File: src/rtl/inst_axi_rd_bridge.sv
// Instruction fetch bridge: turns sram-like req/addr_ok/data_ok fetches into
// single-beat AXI4 reads, with a bounded number of outstanding reads.
module inst_axi_rd_bridge #(
    parameter int unsigned MAX_OUTSTANDING = 2,
    parameter logic [3:0]  AXI_ID          = 4'h0
) (
    input  logic        clk,
    input  logic        resetn,

    input  logic        inst_sram_req,
    input  logic        inst_sram_wr,
    input  logic [1:0]  inst_sram_size,
    input  logic [3:0]  inst_sram_wstrb,
    input  logic [31:0] inst_sram_addr,
    input  logic [31:0] inst_sram_wdata,
    output logic        inst_sram_addr_ok,
    output logic        inst_sram_data_ok,
    output logic [31:0] inst_sram_rdata,

    output logic [3:0]  arid,
    output logic [31:0] araddr,
    output logic [7:0]  arlen,
    output logic [2:0]  arsize,
    output logic [1:0]  arburst,
    output logic [1:0]  arlock,
    output logic [3:0]  arcache,
    output logic [2:0]  arprot,
    output logic        arvalid,
    input  logic        arready,

    input  logic [3:0]  rid,
    input  logic [31:0] rdata,
    input  logic [1:0]  rresp,
    input  logic        rlast,
    input  logic        rvalid,
    output logic        rready
);

    localparam int unsigned CW = $clog2(MAX_OUTSTANDING + 1);
    localparam logic [CW-1:0] CNT_MAX = CW'(MAX_OUTSTANDING);

    logic [CW-1:0] cnt;
    logic          ar_free;
    logic          accept;
    logic          r_hs;
    logic          r_retire;
    logic          unused_inputs;

    assign unused_inputs = ^{inst_sram_size, inst_sram_wstrb, inst_sram_wdata, rid, rresp};

    assign arid    = AXI_ID;
    assign arlen   = 8'd0;
    assign arsize  = 3'b010;
    assign arburst = 2'b01;
    assign arlock  = 2'b00;
    assign arcache = 4'b0000;
    assign arprot  = 3'b000;

    // Gating with resetn keeps the handshakes quiet for the whole reset window.
    assign ar_free  = ~arvalid | arready;
    assign accept   = resetn & inst_sram_req & ~inst_sram_wr & ar_free
                    & (cnt < CNT_MAX) & rready;
    assign r_hs     = resetn & rvalid & rready;
    assign r_retire = r_hs & rlast & (cnt != '0);

    assign inst_sram_addr_ok = accept;
    assign inst_sram_data_ok = r_hs;
    assign inst_sram_rdata   = rdata;

    always_ff @(posedge clk) begin
        if (!resetn) begin
            rready <= 1'b0;
        end else begin
            rready <= 1'b1;
        end
    end

    // AR channel: load on accept, hold until the slave takes it.
    always_ff @(posedge clk) begin
        if (!resetn) begin
            arvalid <= 1'b0;
            araddr  <= 32'd0;
        end else if (accept) begin
            arvalid <= 1'b1;
            araddr  <= inst_sram_addr;
        end else if (arready) begin
            arvalid <= 1'b0;
        end
    end

    // Outstanding reads; a stray response at zero never underflows.
    always_ff @(posedge clk) begin
        if (!resetn) begin
            cnt <= '0;
        end else if (accept && !r_retire) begin
            cnt <= cnt + CW'(1);
        end else if (!accept && r_retire) begin
            cnt <= cnt - CW'(1);
        end
    end

endmodule

File: config.mk
export PLATFORM = sky130hd
export DESIGN_NAME = inst_axi_rd_bridge
export DESIGN_NICKNAME = d
export VERILOG_FILES = /design/src/rtl/inst_axi_rd_bridge.sv
export SDC_FILE = /design/constraint.sdc
export NUM_CORES = 1
export LEC_CHECK = 0
export CORE_AREA = 8 8 74 76
export CTS_BUF_LIST = sky130_fd_sc_hd__clkbuf_16
export CTS_CLUSTER_DIAMETER = 150
export CTS_CLUSTER_SIZE = 8
export DETAILED_ROUTE_END_ITERATION = 12
export DIE_AREA = 0 0 82 84
export DONT_BUFFER_PORTS = 1
export GPL_TIMING_DRIVEN = 0
export PLACE_DENSITY_LB_ADDON = 0.2
export SLEW_MARGIN = 20
export SYNTH_ARGS = -nofsm -noshare
export SYNTH_HDL_FRONTEND = slang
export SYNTH_SLANG_ARGS = --single-unit
File: constraint.sdc
create_clock -name clk -period 2.4 [get_ports clk]
set_input_delay 0.36 -clock clk [delete_from_list [all_inputs] [get_ports clk]]
set_output_delay 0.36 -clock clk [all_outputs]
set_load 0.02 [all_outputs]
# [Word level (Yosys, flattened, before mapping)]
# Cells that the tools add are included.
[totals] reg_bits=36 inputBits=115 out_inout_bits=94 wordCells=31
[op_classes] add_sub_neg=2 magnitude_cmp=1 muxes=5 bitwise=12 reduce_logical=7
[ops] op="1-bit bitwise AND" count=9
[ops] op="2-bit nonzero test" count=3
[ops] op="2-bit 2-to-1 mux" count=2
[ops] op="1-bit 2-to-1 mux" count=3
[ops] op="2-bit by 1-bit adder with 2-bit output (second input constant)" count=1
[ops] op="1-bit logical AND" count=2
[ops] op="1-bit zero test" count=2
[ops] op="2-bit < comparator (second input constant)" count=1
[ops] op="1-bit inverter" count=2
[ops] op="2-bit by 1-bit subtractor with 2-bit output (second input constant)" count=1
[ops] op="1-bit bitwise OR" count=1

# [Logic depth before layout (Yosys ltp)]
[depth] word_depth=9 mapped_depth=9

# [Least setup slack after synthesis]
# Ideal clock, no wire load.
[synth_timing] path_kind="flip-flop to flip-flop" start="register rready" end="register cnt[1]" setup_ns=0.076 arrival_ns=1.872 t_required_ns=2.324 slack_ns=0.452 stages_incl_launch_ff=9 path_buffers=2 synth_period_minus_slack_ns=1.948 cell_sequence="dfxtp_1 and2_1 clkbuf_1 nand3_1 inv_2 buf_6 ha_1 or3_1 a21boi_0"
[synth_via] elab_cells_between_ends=10 classes_between="mux (1); bitwise (4); reduce/logical (5)"
[synth_rtl] element="from (decl)" line_no="36" rtl="output logic rready"
[synth_rtl] element="from (signal assigned)" line_no="72" rtl="rready <= 1'b0;"
[synth_rtl] element="from (signal assigned)" line_no="74" rtl="rready <= 1'b1;"
[synth_rtl] element="1-bit bitwise AND (*)" line_no="62" rtl="& (cnt < CNT_MAX) & rready;"
[synth_rtl] element="via inst_sram_addr_ok" line_no="16" rtl="output logic inst_sram_addr_ok,"
[synth_rtl] element="1-bit zero test" line_no="97" rtl="end else if (!accept && r_retire) begin"
[synth_rtl] element="1-bit logical AND" line_no="97"
[synth_rtl] element="2-bit nonzero test (no source line)"
[synth_rtl] element="to (signal assigned)" line_no="96" rtl="cnt <= cnt + CW'(1);"
[synth_rtl] element="to (signal assigned)" line_no="98" rtl="cnt <= cnt - CW'(1);"
[synth_rtl] element="to (decl)" line_no="42" rtl="logic [CW-1:0] cnt;"
# The timed path passes the listed nets; every way through them passes the cells marked *.
# A chain may end at the register's enable or synchronous reset.

# [Worst setup path after layout]
# Same ends and word-level chain as after synthesis.

==> insert_results.sql <==
INSERT INTO impl_metrics (metric_group, metric, value, unit) VALUES
('critical_path', 'largest_fanout_of_any_net_on_the_critical_path', '11', ''),
('clock_tree', 'hold_buffers', '0', ''),
('synthesis', 'ff_latch_count_synth', '36', ''),
('clock_tree', 'htreeDepth', '2', ''),
('critical_path', 'endpoint_kind', 'flip-flop', ''),
('detailed_routing', 'detailroute.via_count', '1486', ''),
('final_layout', 'post-route-util', '0.512', ''),
('global_routing', 'first_global_vias', '1452', ''),
('clock_tree', 'tritoncts', 'yes', ''),
('final_layout', 'area.sequential', '721', 'um2'),
('final_layout', 'flow.area_growth_from_synthesis', '17.6', '%'),
('synthesis', 'synth-main-ff-cell', 'sky130_fd_sc_hd__dfxtp_1', ''),
('clock_tree', 'clock_sinks', '36', ''),
('global_routing', 'grt_max_degree', '14', ''),
('critical_path', 'critical_path.slowest_cell', 'sky130_fd_sc_hd__dfxtp_1', ''),
('critical_path', 'startpoint_type', 'flip-flop', ''),
('detailed_routing', 'detail_route.wirelength', '5260', 'um'),
('placed_design', 'dp_slack', '0.227', 'ns'),
('global_routing', 'grt_first_pass_wirelength', '7520', 'um'),
('synthesis', 'ys_async_sr_fraction', '0', ''),
('die', 'initial_core_util', '0.435', ''),
('die', 'num_io_pins', '209', ''),
('synthesis', 'count_of_flip_flops_with_a_built_in_enable_after_synthesis', '0', ''),
('detailed_routing', 'route.detailed.drc', '0', ''),
('detailed_routing', 'avgRoutedWirePerCell', '17.0', 'um'),
('die', 'core', '0.00426', 'mm2'),
('global_routing', 'groute.usage.overall', '0.138', ''),
('sta', 'finClkSkew', '0.00682', 'ns'),
('sta', 'rsz0062_at_grt', 'no', ''),
('die', 'fp.dieH', '84', 'um'),
('sta', 'max_freq', '466', 'MHz'),
('global_routing', 'globalRouteOverflowTotal', '0', ''),
('die', 'chipWidth', '82', 'um'),
('detailed_routing', 'final_antenna_net_count', '0', ''),
('global_routing', 'global_route_met1_utilization', '0.143', ''),
('final_layout', 'antenna_cells', '0', ''),
('clock_tree', 'clock_latency_on_the_worst_skew_pair', '0.28', 'ns'),
('clock_tree', 'root_buffer', 'sky130_fd_sc_hd__clkbuf_16', ''),
('synthesis', 'synth_cells', '225', ''),
('synthesis', 'total_standard_cell_area_after_synthesis', '0.00186', 'mm2'),
('sta', 'final_max_slew_viols', '0', ''),
('clock_tree', 'cts_post_setup_buffers_inserted', '0', ''),
('sta', 'hold_ws', '0.102', 'ns'),
('critical_path', 'worst_ep_arrival_time', '2.36', 'ns'),
('placed_design', 'routabilityCongestion', '0.656', ''),
('synthesis', 'synth_top_cell_area_share', '0.388', ''),
('sta', 'count_of_endpoints_failing_setup_in_the_final_report', '0', ''),
('flow_run', 'maxCapViolations', '0', ''),
('detailed_routing', 'drt-initial-drc-count', '46', ''),
('status', 'outcome', 'finished, final reports clean', ''),
('critical_path', 'critical_path.max_stage_delay', '0.46', 'ns'),
('clock_tree', 'tritoncts.num_buffers', '5', ''),
('global_routing', 'met2_track_utilization_from_global_routing', '0.221', ''),
('critical_path', 'timing.critical_path.cells', 'and2_1, clkbuf_1, nand3_1, inv_2, buf_6, ha_1, or3_1, a21boi_0', ''),
('sta', 'layout_min_cycle_time', '2.15', 'ns'),
('final_layout', 'fraction_of_final_layout_cells_sized_beyond_drive_strength_1', '0.307', ''),
('die', 'fp.dieArea', '0.00689', 'mm2'),
('final_layout', 'layout.filler_cells', '412', ''),
('final_layout', 'finish.net_count', '372', ''),
('synthesis', 'synth_warnings', '0', ''),
('global_routing', 'global_route.peak_usage_layer', 'met2', ''),
('global_routing', 'grt_antenna_before_repair', '0', ''),
('sta', 'final_hold_viol_count', '0', ''),
('global_routing', 'grt_use_met3', '0.0873', ''),
('critical_path', 'crit_required', '2.61', 'ns'),
('detailed_routing', 'viasPerCell', '4.81', ''),
('critical_path', 'path_class', 'reg2reg', ''),
('sta', 'finalSetupTns', '0', 'ns'),
('synthesis', 'synth_most_common_cell', 'sky130_fd_sc_hd__buf_4', ''),
('placed_design', 'dp_hpwl', '4240', 'um'),
('clock_tree', 'cts.path.max_buffers', '2', '');
-- critical path, delay by kind of cell, from the launching register on --
kind | cells | cell delay [ns]
AND/OR/NAND/NOR | 3 | 0.66
AO/OA/AOI/OAI | 1 | 0.15
flip-flops | 1 | 0.46
adder cells (fa/ha/maj) | 1 | 0.28
buffers and inverters | 3 | 0.52
-- worst paths after layout --
check | start | end | slack (ns) | cells past startpoint
max | rready$_DFF_P_ | cnt[1]$_SDFFE_PN0P_ | 0.25 | 8
min | resetn | rready$_DFF_P_ | 0.10 | 0
max reg2reg | rready$_DFF_P_ | cnt[1]$_SDFFE_PN0P_ | 0.25 | 8
min reg2reg | cnt[1]$_SDFFE_PN0P_ | cnt[1]$_SDFFE_PN0P_ | 0.52 | 2
-- per-stage QoR --
step | std cells | instance area [um2] | power [mW]
floorplan | 249 | 1950 | 0.872
global placement | 301 | 2010 | 0.899
detailed placement | 301 | 2010 | 0.900
CTS | 309 | 2180 | 1.65
global route | 309 | 2180 | 1.70
finish | 309 | 2180 | 1.63
-- where the power goes --
group / leakage, nW / switching (mW) / total (mW) / internal [mW]
clock network: 0.0804 / 0.254 / 0.747 / 0.493
registers: 0.293 / 0.0412 / 0.661 / 0.620
logic: 0.593 / 0.138 / 0.225 / 0.0876
-- metal layers --
metal,wire [um],vias to the layer above
met5,0,-
met4,51,0
met3,948,6
met2,2490,105
met1,1770,634
li1,-,741
-- placed cells by master (no fill, tap or decap) --
master,synthesis,layout
sky130_fd_sc_hd__a21boi_0,2,2
sky130_fd_sc_hd__and2_1,2,2
sky130_fd_sc_hd__and3_1,1,1
sky130_fd_sc_hd__buf_2,8,8
sky130_fd_sc_hd__buf_4,58,58
sky130_fd_sc_hd__buf_6,3,3
sky130_fd_sc_hd__bufinv_16,0,1
sky130_fd_sc_hd__clkbuf_1,7,7
sky130_fd_sc_hd__clkbuf_16,0,5
sky130_fd_sc_hd__clkinvlp_4,0,1
sky130_fd_sc_hd__conb_1,2,26
sky130_fd_sc_hd__dfxtp_1,36,36
sky130_fd_sc_hd__ha_1,1,1
sky130_fd_sc_hd__inv_2,1,1
sky130_fd_sc_hd__inv_6,0,1
sky130_fd_sc_hd__mux2i_1,1,1
sky130_fd_sc_hd__nand2_1,33,33
sky130_fd_sc_hd__nand2b_1,1,1
sky130_fd_sc_hd__nand3_1,1,1
sky130_fd_sc_hd__nand4_1,31,31
sky130_fd_sc_hd__nor3b_2,1,1
sky130_fd_sc_hd__o211ai_1,1,1
sky130_fd_sc_hd__o21ai_0,3,3
sky130_fd_sc_hd__o21ai_1,29,29
sky130_fd_sc_hd__or3_1,1,1
sky130_fd_sc_hd__xnor2_1,1,1
sky130_fd_sc_hd__xor2_1,1,1
-- area by class of cell --
class / instances / area share
inverters: 1 / 0.00172
multi-input cells: 136 / 0.315
clock buffers: 5 / 0.0573
flip-flops and latches: 36 / 0.330
well taps: 52 / 0.0298
plain buffers: 76 / 0.245
clock inverters: 3 / 0.0212
-- registers in the layout, summed over array words and instances (netlist names) --
register and flops:
araddr 32, rready 1, arvalid 1, cnt 2
-- logic make-up (layout without fill, tap and decap cells) --
kind of cell               count (synthesis)  in the layout  share of synthesized area
and+or+nand+nor                           71             71                      0.197
AOI/OAI and AO/OA                         35             35                     0.0984
muxes                                      1              1                    0.00539
xor gates and xnor gates                   2              2                    0.00944
other                                      2             26                    0.00404
adders and majority gates                  1              1                    0.00674
DFF                                       36             36                      0.388
buffers and inverters                     77             85                      0.290
Note: power is estimated with default switching activity, not from simulation.
